**src/rtl/rv32i_pkg.sv**
```systemverilog
// Shared RV32I encoder definitions: request op codes, base opcodes and the
// encoder FSM state type.
package rv32i_pkg;

    typedef enum logic [3:0] {
        OP_LUI    = 4'd0,
        OP_AUIPC  = 4'd1,
        OP_JAL    = 4'd2,
        OP_JALR   = 4'd3,
        OP_BRANCH = 4'd4,
        OP_LOAD   = 4'd5,
        OP_STORE  = 4'd6,
        OP_OPIMM  = 4'd7,
        OP_OP     = 4'd8
    } req_op_e;

    localparam logic [6:0] OPC_LUI    = 7'b0110111;
    localparam logic [6:0] OPC_AUIPC  = 7'b0010111;
    localparam logic [6:0] OPC_JAL    = 7'b1101111;
    localparam logic [6:0] OPC_JALR   = 7'b1100111;
    localparam logic [6:0] OPC_BRANCH = 7'b1100011;
    localparam logic [6:0] OPC_LOAD   = 7'b0000011;
    localparam logic [6:0] OPC_STORE  = 7'b0100011;
    localparam logic [6:0] OPC_OPIMM  = 7'b0010011;
    localparam logic [6:0] OPC_OP     = 7'b0110011;

    typedef enum logic [1:0] {
        ST_IDLE  = 2'd0,
        ST_ISSUE = 2'd1,
        ST_FULL  = 2'd2
    } enc_state_e;

endpackage

```
**src/rtl/rv32i_field_pack.sv**
```systemverilog
// Combinational packer: turns decoded instruction fields into an RV32I word
// and flags field combinations the decoder would reject.
module rv32i_field_pack
    import rv32i_pkg::*;
(
    input  logic [3:0]  op,
    input  logic [2:0]  funct3,
    input  logic        alt,
    input  logic [4:0]  rd,
    input  logic [4:0]  rs1,
    input  logic [4:0]  rs2,
    input  logic [31:0] imm,
    output logic [31:0] word,
    output logic        illegal
);

    logic [6:0] funct7;
    logic       shift_imm;

    always_comb begin
        word      = '0;
        illegal   = 1'b0;
        funct7    = {1'b0, alt, 5'b00000};
        shift_imm = (funct3 == 3'd1) || (funct3 == 3'd5);

        case (op)
            OP_LUI: begin
                word = {imm[31:12], rd, OPC_LUI};
            end
            OP_AUIPC: begin
                word = {imm[31:12], rd, OPC_AUIPC};
            end
            OP_JAL: begin
                word    = {imm[20], imm[10:1], imm[11], imm[19:12], rd, OPC_JAL};
                illegal = imm[0];
            end
            OP_JALR: begin
                word    = {imm[11:0], rs1, funct3, rd, OPC_JALR};
                illegal = (funct3 != 3'd0);
            end
            OP_BRANCH: begin
                word    = {imm[12], imm[10:5], rs2, rs1, funct3, imm[4:1], imm[11], OPC_BRANCH};
                illegal = (funct3 == 3'd2) || (funct3 == 3'd3) || imm[0];
            end
            OP_LOAD: begin
                word    = {imm[11:0], rs1, funct3, rd, OPC_LOAD};
                illegal = (funct3 == 3'd3) || (funct3 == 3'd6) || (funct3 == 3'd7);
            end
            OP_STORE: begin
                word    = {imm[11:5], rs2, rs1, funct3, imm[4:0], OPC_STORE};
                illegal = (funct3 > 3'd2);
            end
            OP_OPIMM: begin
                // Shift-immediates carry the SRAI selector in the upper immediate bits
                if (shift_imm) begin
                    word = {funct7, imm[4:0], rs1, funct3, rd, OPC_OPIMM};
                end else begin
                    word = {imm[11:0], rs1, funct3, rd, OPC_OPIMM};
                end
                illegal = alt && (funct3 != 3'd5);
            end
            OP_OP: begin
                word    = {funct7, rs2, rs1, funct3, rd, OPC_OP};
                illegal = alt && !((funct3 == 3'd0) || (funct3 == 3'd5));
            end
            default: begin
                illegal = 1'b1;
            end
        endcase
    end

endmodule

```
**src/rtl/rv32i_inst_encoder.sv**
```systemverilog
// RV32I instruction encoder: accepts decoded fields, packs them and streams the
// legal words into instruction memory, one word per accepted request.
module rv32i_inst_encoder
    import rv32i_pkg::*;
#(
    parameter int DEPTH     = 1024,
    parameter int ADDR_W    = $clog2(DEPTH),
    parameter int BASE_ADDR = 0
) (
    input  logic              clk,
    input  logic              rst_n,
    input  logic              clear,
    input  logic              req_valid,
    output logic              req_ready,
    input  logic [3:0]        req_op,
    input  logic [2:0]        req_funct3,
    input  logic              req_alt,
    input  logic [4:0]        req_rd,
    input  logic [4:0]        req_rs1,
    input  logic [4:0]        req_rs2,
    input  logic [31:0]       req_imm,
    output logic              imem_we,
    output logic [ADDR_W-1:0] imem_addr,
    output logic [31:0]       imem_wdata,
    input  logic              imem_ready,
    output logic              err_illegal,
    output logic [ADDR_W:0]   words_written,
    output logic              full
);

    localparam logic [ADDR_W-1:0] BASE_C     = ADDR_W'(BASE_ADDR);
    localparam logic [ADDR_W-1:0] LAST_OFS_C = ADDR_W'(DEPTH - 1);
    localparam logic [ADDR_W:0]   DEPTH_C    = (ADDR_W + 1)'(DEPTH);

    enc_state_e        state_q, state_d;
    logic              ready_q, ready_d;
    logic              we_q, we_d;
    logic [ADDR_W-1:0] addr_q, addr_d;
    logic [31:0]       wdata_q, wdata_d;
    logic              err_q, err_d;
    logic [ADDR_W:0]   count_q, count_d;
    logic              full_q, full_d;

    logic [31:0]       packed_word;
    logic              pack_illegal;
    logic              accept;
    logic [ADDR_W:0]   count_inc;

    rv32i_field_pack u_pack (
        .op      (req_op),
        .funct3  (req_funct3),
        .alt     (req_alt),
        .rd      (req_rd),
        .rs1     (req_rs1),
        .rs2     (req_rs2),
        .imm     (req_imm),
        .word    (packed_word),
        .illegal (pack_illegal)
    );

    assign accept = req_valid && ready_q;

    always_comb begin
        state_d   = state_q;
        ready_d   = ready_q;
        we_d      = we_q;
        addr_d    = addr_q;
        wdata_d   = wdata_q;
        err_d     = 1'b0;
        count_d   = count_q;
        full_d    = full_q;
        count_inc = count_q + (ADDR_W + 1)'(1);

        if (clear) begin
            // Restart wins over any pending write, even one completing this cycle
            state_d = ST_IDLE;
            ready_d = 1'b1;
            we_d    = 1'b0;
            addr_d  = BASE_C;
            count_d = '0;
            full_d  = 1'b0;
        end else begin
            case (state_q)
                ST_IDLE: begin
                    if (accept) begin
                        if (pack_illegal) begin
                            err_d = 1'b1;
                        end else begin
                            wdata_d = packed_word;
                            we_d    = 1'b1;
                            ready_d = 1'b0;
                            state_d = ST_ISSUE;
                        end
                    end
                end
                ST_ISSUE: begin
                    if (imem_ready) begin
                        we_d    = 1'b0;
                        count_d = count_inc;
                        // Wrap within the DEPTH-word window that starts at BASE_ADDR
                        addr_d  = ((addr_q - BASE_C) == LAST_OFS_C) ? BASE_C
                                                                     : addr_q + ADDR_W'(1);
                        if (count_inc == DEPTH_C) begin
                            state_d = ST_FULL;
                            full_d  = 1'b1;
                        end else begin
                            state_d = ST_IDLE;
                            ready_d = 1'b1;
                        end
                    end
                end
                ST_FULL: begin
                    state_d = ST_FULL;
                end
                default: begin
                    state_d = ST_IDLE;
                    ready_d = 1'b1;
                    we_d    = 1'b0;
                end
            endcase
        end
    end

    always_ff @(posedge clk or negedge rst_n) begin
        if (!rst_n) begin
            state_q <= ST_IDLE;
            ready_q <= 1'b1;
            we_q    <= 1'b0;
            addr_q  <= BASE_C;
            wdata_q <= '0;
            err_q   <= 1'b0;
            count_q <= '0;
            full_q  <= 1'b0;
        end else begin
            state_q <= state_d;
            ready_q <= ready_d;
            we_q    <= we_d;
            addr_q  <= addr_d;
            wdata_q <= wdata_d;
            err_q   <= err_d;
            count_q <= count_d;
            full_q  <= full_d;
        end
    end

    assign req_ready     = ready_q;
    assign imem_we       = we_q;
    assign imem_addr     = addr_q;
    assign imem_wdata    = wdata_q;
    assign err_illegal   = err_q;
    assign words_written = count_q;
    assign full          = full_q;

endmodule

```
**config.mk**
```make
export PLATFORM = sky130hd
export DESIGN_NAME = rv32i_inst_encoder
export DESIGN_NICKNAME = d
export VERILOG_FILES = /design/src/rtl/rv32i_pkg.sv /design/src/rtl/rv32i_field_pack.sv /design/src/rtl/rv32i_inst_encoder.sv
export SDC_FILE = /design/constraint.sdc
export NUM_CORES = 1
export LEC_CHECK = 0
export ABC_AREA = 1
export CORE_MARGIN = 3
export CORE_UTILIZATION = 45
export DETAILED_ROUTE_END_ITERATION = 8
export PLACE_DENSITY_LB_ADDON = 0.1
export SLEW_MARGIN = 20
export SYNTH_ARGS = -nofsm -noshare
export SYNTH_HDL_FRONTEND = slang
export SYNTH_SLANG_ARGS = --single-unit
```
**constraint.sdc**
```tcl
create_clock -name clk -period 2.08 [get_ports clk]
set_clock_uncertainty 0.05 [all_clocks]
set_input_delay 0.416 -clock clk [delete_from_list [all_inputs] [get_ports clk]]
set_output_delay 0.416 -clock clk [all_outputs]
set_load 0.01 [all_outputs]
```
==> impl_metrics.sql <==
INSERT INTO impl_metrics (metric_group, metric, value, unit) VALUES
('run_status', 'outcome', 'finished clean', ''),
('critical_path', 'worst-path-max-fanout', '24', ''),
('floorplanning', 'initial_utilization', '47.1', '%'),
('timing', 'worst-slew-pin-transition', '554', 'ps'),
('placement', 'pre_cts_setup_slack', '-268', 'ps'),
('layout', 'instances_no_fill', '677', ''),
('critical_path', 'critical_path.cell_chain', 'clkdlybuf4s50_1 -> buf_4 -> nor2_4 -> nand2_1 -> o21ai_2 -> nor3_2 -> nand3_2 -> buf_12 -> inv_2 -> or2_1', ''),
('cts', 'clock_sink_count', '58', ''),
('global_routing', 'initial_antenna_violation_count', '0', ''),
('route', 'vias', '3383', ''),
('critical_path', 'critical_path.top_delay_family', 'buffers and inverters', ''),
('layout', 'antennaDiodeCount', '0', ''),
('synthesis', 'synthDominantAreaCellType', 'sky130_fd_sc_hd__dfrtp_1', ''),
('placement', 'placed_cells', '661', ''),
('layout', 'layout-area-overhead-vs-synth', '53.1', '%'),
('cts', 'cts_tree', 'yes', ''),
('synthesis', 'synth_top_area_share', '44.1', '%'),
('route', 'drcViolationCount', '0', ''),
('route', 'drtIter0Drc', '138', ''),
('placement', 'port_buffers', '116', ''),
('floorplanning', 'fp.dieArea', '8240', 'µm²'),
('route', 'detail_route.wirelength', '9.38', 'mm'),
('timing', 'rsz0062_at_grt', 'no', ''),
('cts', 'clockBufferDepth', '2', ''),
('synthesis', 'avgSynthCellArea', '7.68', 'µm²'),
('power_and_ir_drop', 'vdd_drop_max', '0.530', 'mV'),
('timing', 'achievable-frequency', '515', 'MHz'),
('run', 'max_cap_violations', '0', ''),
('synthesis', 'ys_dominant_reg_cell', 'sky130_fd_sc_hd__dfrtp_1', ''),
('timing', 'total_setup_violations_reported_at_the_end_of_the_flow', '0', ''),
('critical_path', 'critPathCaptureType', 'flop', ''),
('critical_path', 'crit_arrival', '2110', 'ps'),
('cts', 'htree_levels', '3', ''),
('synthesis', 'syn-instance-count', '421', ''),
('global_routing', 'grt_util_all_layers', '23.2', '%'),
('placement', 'place_hpwl', '7.28', 'mm'),
('layout', 'final_nets', '639', ''),
('timing', 'time_the_final_worst_path_needs_with_i_o_delays_and_setup', '1940', 'ps'),
('timing', 'post-route-worst-setup-slack', '137', 'ps'),
('synthesis', 'post_synthesis_cell_type_count', '39', ''),
('placement', 'globalplace.congestion', '0.983', ''),
('cts', 'cts_root_buf', 'sky130_fd_sc_hd__clkbuf_8', ''),
('synthesis', 'synth-edff-count', '0', ''),
('synthesis', 'yosys_warnings', '0', ''),
('layout', 'post_route_cells_drive_above_1_share', '14.5', '%'),
('synthesis', 'synth_seq_area_share', '44.9', '%'),
('power_and_ir_drop', 'design_power_total', '0.00393', 'W'),
('floorplanning', 'die_width', '90.8', 'µm'),
('critical_path', 'worstSetupStartpointType', 'input pin', ''),
('power_and_ir_drop', 'power_leakage', '2.30', 'nW'),
('hold_path', 'timing.hold.worst.class', 'input pin to async pin', ''),
('global_routing', 'globalRoute.totalOverflow', '0', ''),
('global_routing', 'grt_first_pass_wirelength', '15.7', 'mm'),
('timing', 'timing.final.crit_share', '93.4', '%'),
('route', 'viasPerCell', '5.00', ''),
('critical_path', 'timing_worst_setup_path_type', 'input pin to flop', ''),
('global_routing', 'maximum_number_of_pins_on_one_net_before_global_route_repair', '27', ''),
('synthesis', 'ys_async_sr_fraction', '100', '%'),
('route', 'avgRoutedWirePerCell', '13.9', 'µm'),
('floorplanning', 'boundaryPins', '117', ''),
('layout', 'utilization', '72.1', '%'),
('critical_path', 'cp_num_buf_inv', '4', ''),
('timing', 'max-slew-margin-rel', '63.1', '%'),
('route', 'antenna_violating_nets_post_route', '0', ''),
('timing', 'setup_total_neg_slack', '0', 'ps'),
('synthesis', 'ys_seq_elements', '58', ''),
('cts', 'clk_pin_slew', '70', 'ps'),
('critical_path', 'worst_ep_required_time', '2250', 'ps'),
('cts', 'cts-buffers-inserted', '9', ''),
('critical_path', 'critical_path.slowest_cell', 'sky130_fd_sc_hd__clkdlybuf4s50_1', ''),
('timing', 'hold_viol_final', '0', '');
registers in the layout, indices dropped and copies added, names as in the netlist:
register / cells
imem_we: 1
words_written: 11
state_q: 2
err_illegal: 1
full: 1
req_ready: 1
imem_wdata: 31
imem_addr: 10
report_power, final:
group | switching, W | total, W | internal (W)
sequential | 0.000178 | 0.00159 | 0.00142
clock | 0.000464 | 0.000927 | 0.000463
combinational | 0.000592 | 0.00141 | 0.000817
total | 0.00123 | 0.00393 | 0.00270
layer usage:
layer  share of wire [%]  wire (µm)  global-route usage, %  vias up
met5                   0          0                      0        -
met4                 1.8        172                   7.66        0
met3                 4.8        449                   4.42       16
met2                  51       4810                   39.9      102
met1                  42       3950                   29.4     1573
li1                    -          -                      -     1692
timing repair:
item                                    4_1_cts  5_1_grt
endpoints found under the setup margin        0       14
gates resized for setup                       0        7
hold buffers                                  0        0
placed cells by master (no fill, tap or decap), types with 4 or more instances in the layout:
master,netlist,layout
sky130_fd_sc_hd__a21o_1,6,6
sky130_fd_sc_hd__a21oi_1,11,10
sky130_fd_sc_hd__a221oi_1,6,6
sky130_fd_sc_hd__a22oi_1,9,9
sky130_fd_sc_hd__buf_4,3,35
sky130_fd_sc_hd__clkbuf_8,0,10
sky130_fd_sc_hd__clkdlybuf4s50_1,0,113
sky130_fd_sc_hd__dfrtp_1,57,57
sky130_fd_sc_hd__inv_1,40,40
sky130_fd_sc_hd__inv_2,7,7
sky130_fd_sc_hd__nand2_1,129,129
sky130_fd_sc_hd__nand3_1,18,18
sky130_fd_sc_hd__nand4_1,4,4
sky130_fd_sc_hd__nor2_1,39,37
sky130_fd_sc_hd__nor2_2,2,4
sky130_fd_sc_hd__nor3_1,6,6
sky130_fd_sc_hd__o21ai_0,24,24
sky130_fd_sc_hd__o21ai_1,10,9
sky130_fd_sc_hd__o21ai_2,9,10
sky130_fd_sc_hd__o22ai_1,4,4
sky130_fd_sc_hd__xor2_1,5,5
cell type report:
class,instances,area [µm²]
Fill cell,551,1920
Multi-Input combinational cell,305,1530
Timing Repair Buffer,155,1500
Sequential cell,58,1450
Inverter,47,176
Clock buffer,12,145
Tap cell,96,120
Clock inverter,4,27.5
per-stage QoR:
stage               hold WS [ps]  instance area, µm²
floorplan                   70.4                3230
global route                36.7                4950
CTS                         25.6                4930
detailed placement           388                4760
global placement             383                4760
finish                      17.4                4950
cell families (layout without fill, tap and decap cells):
group | count (synthesis) | count (layout) | synth area share (%)
and+or+nand+nor | 211 | 211 | 27.6
AOI/OAI and AO/OA | 86 | 86 | 16.9
DFF | 58 | 58 | 44.9
buffers and inverters | 58 | 218 | 8.05
xor gates and xnor gates | 5 | 5 | 1.35
adders and majority gates | 3 | 3 | 1.16
synthesized netlist by cell type (2+ instances only):
cell type / instances
sky130_fd_sc_hd__a211oi_1: 2
sky130_fd_sc_hd__a21o_1: 6
sky130_fd_sc_hd__a21oi_1: 11
sky130_fd_sc_hd__a221oi_1: 6
sky130_fd_sc_hd__a22oi_1: 9
sky130_fd_sc_hd__buf_4: 3
sky130_fd_sc_hd__buf_6: 4
sky130_fd_sc_hd__clkbuf_1: 3
sky130_fd_sc_hd__dfrtp_1: 57
sky130_fd_sc_hd__ha_1: 3
sky130_fd_sc_hd__inv_1: 40
sky130_fd_sc_hd__inv_2: 7
sky130_fd_sc_hd__nand2_1: 129
sky130_fd_sc_hd__nand2_2: 2
sky130_fd_sc_hd__nand3_1: 18
sky130_fd_sc_hd__nand4_1: 4
sky130_fd_sc_hd__nor2_1: 39
sky130_fd_sc_hd__nor2_2: 2
sky130_fd_sc_hd__nor3_1: 6
sky130_fd_sc_hd__nor3b_1: 3
sky130_fd_sc_hd__o211ai_1: 2
sky130_fd_sc_hd__o21ai_0: 24
sky130_fd_sc_hd__o21ai_1: 10
sky130_fd_sc_hd__o21ai_2: 9
sky130_fd_sc_hd__o22ai_1: 4
sky130_fd_sc_hd__xor2_1: 5
path summary, 6_finish.rpt:
check | start | to | slack [ps] | cells after the start
worst max-delay path | req_op[3] | imem_wdata[1] | 140 | 10
worst min-delay path | rst_n | state_q[0] | 20 | 1
worst max register to register | words_written[1] | req_ready | 260 | 11
worst min register to register | imem_wdata[29] | imem_wdata[29] | 430 | 1
max in group asynchronous | rst_n | imem_wdata[6] | 1340 | 2
min in group clk | imem_wdata[29] | imem_wdata[29] | 430 | 1
Power figures use the tool's default switching activity.
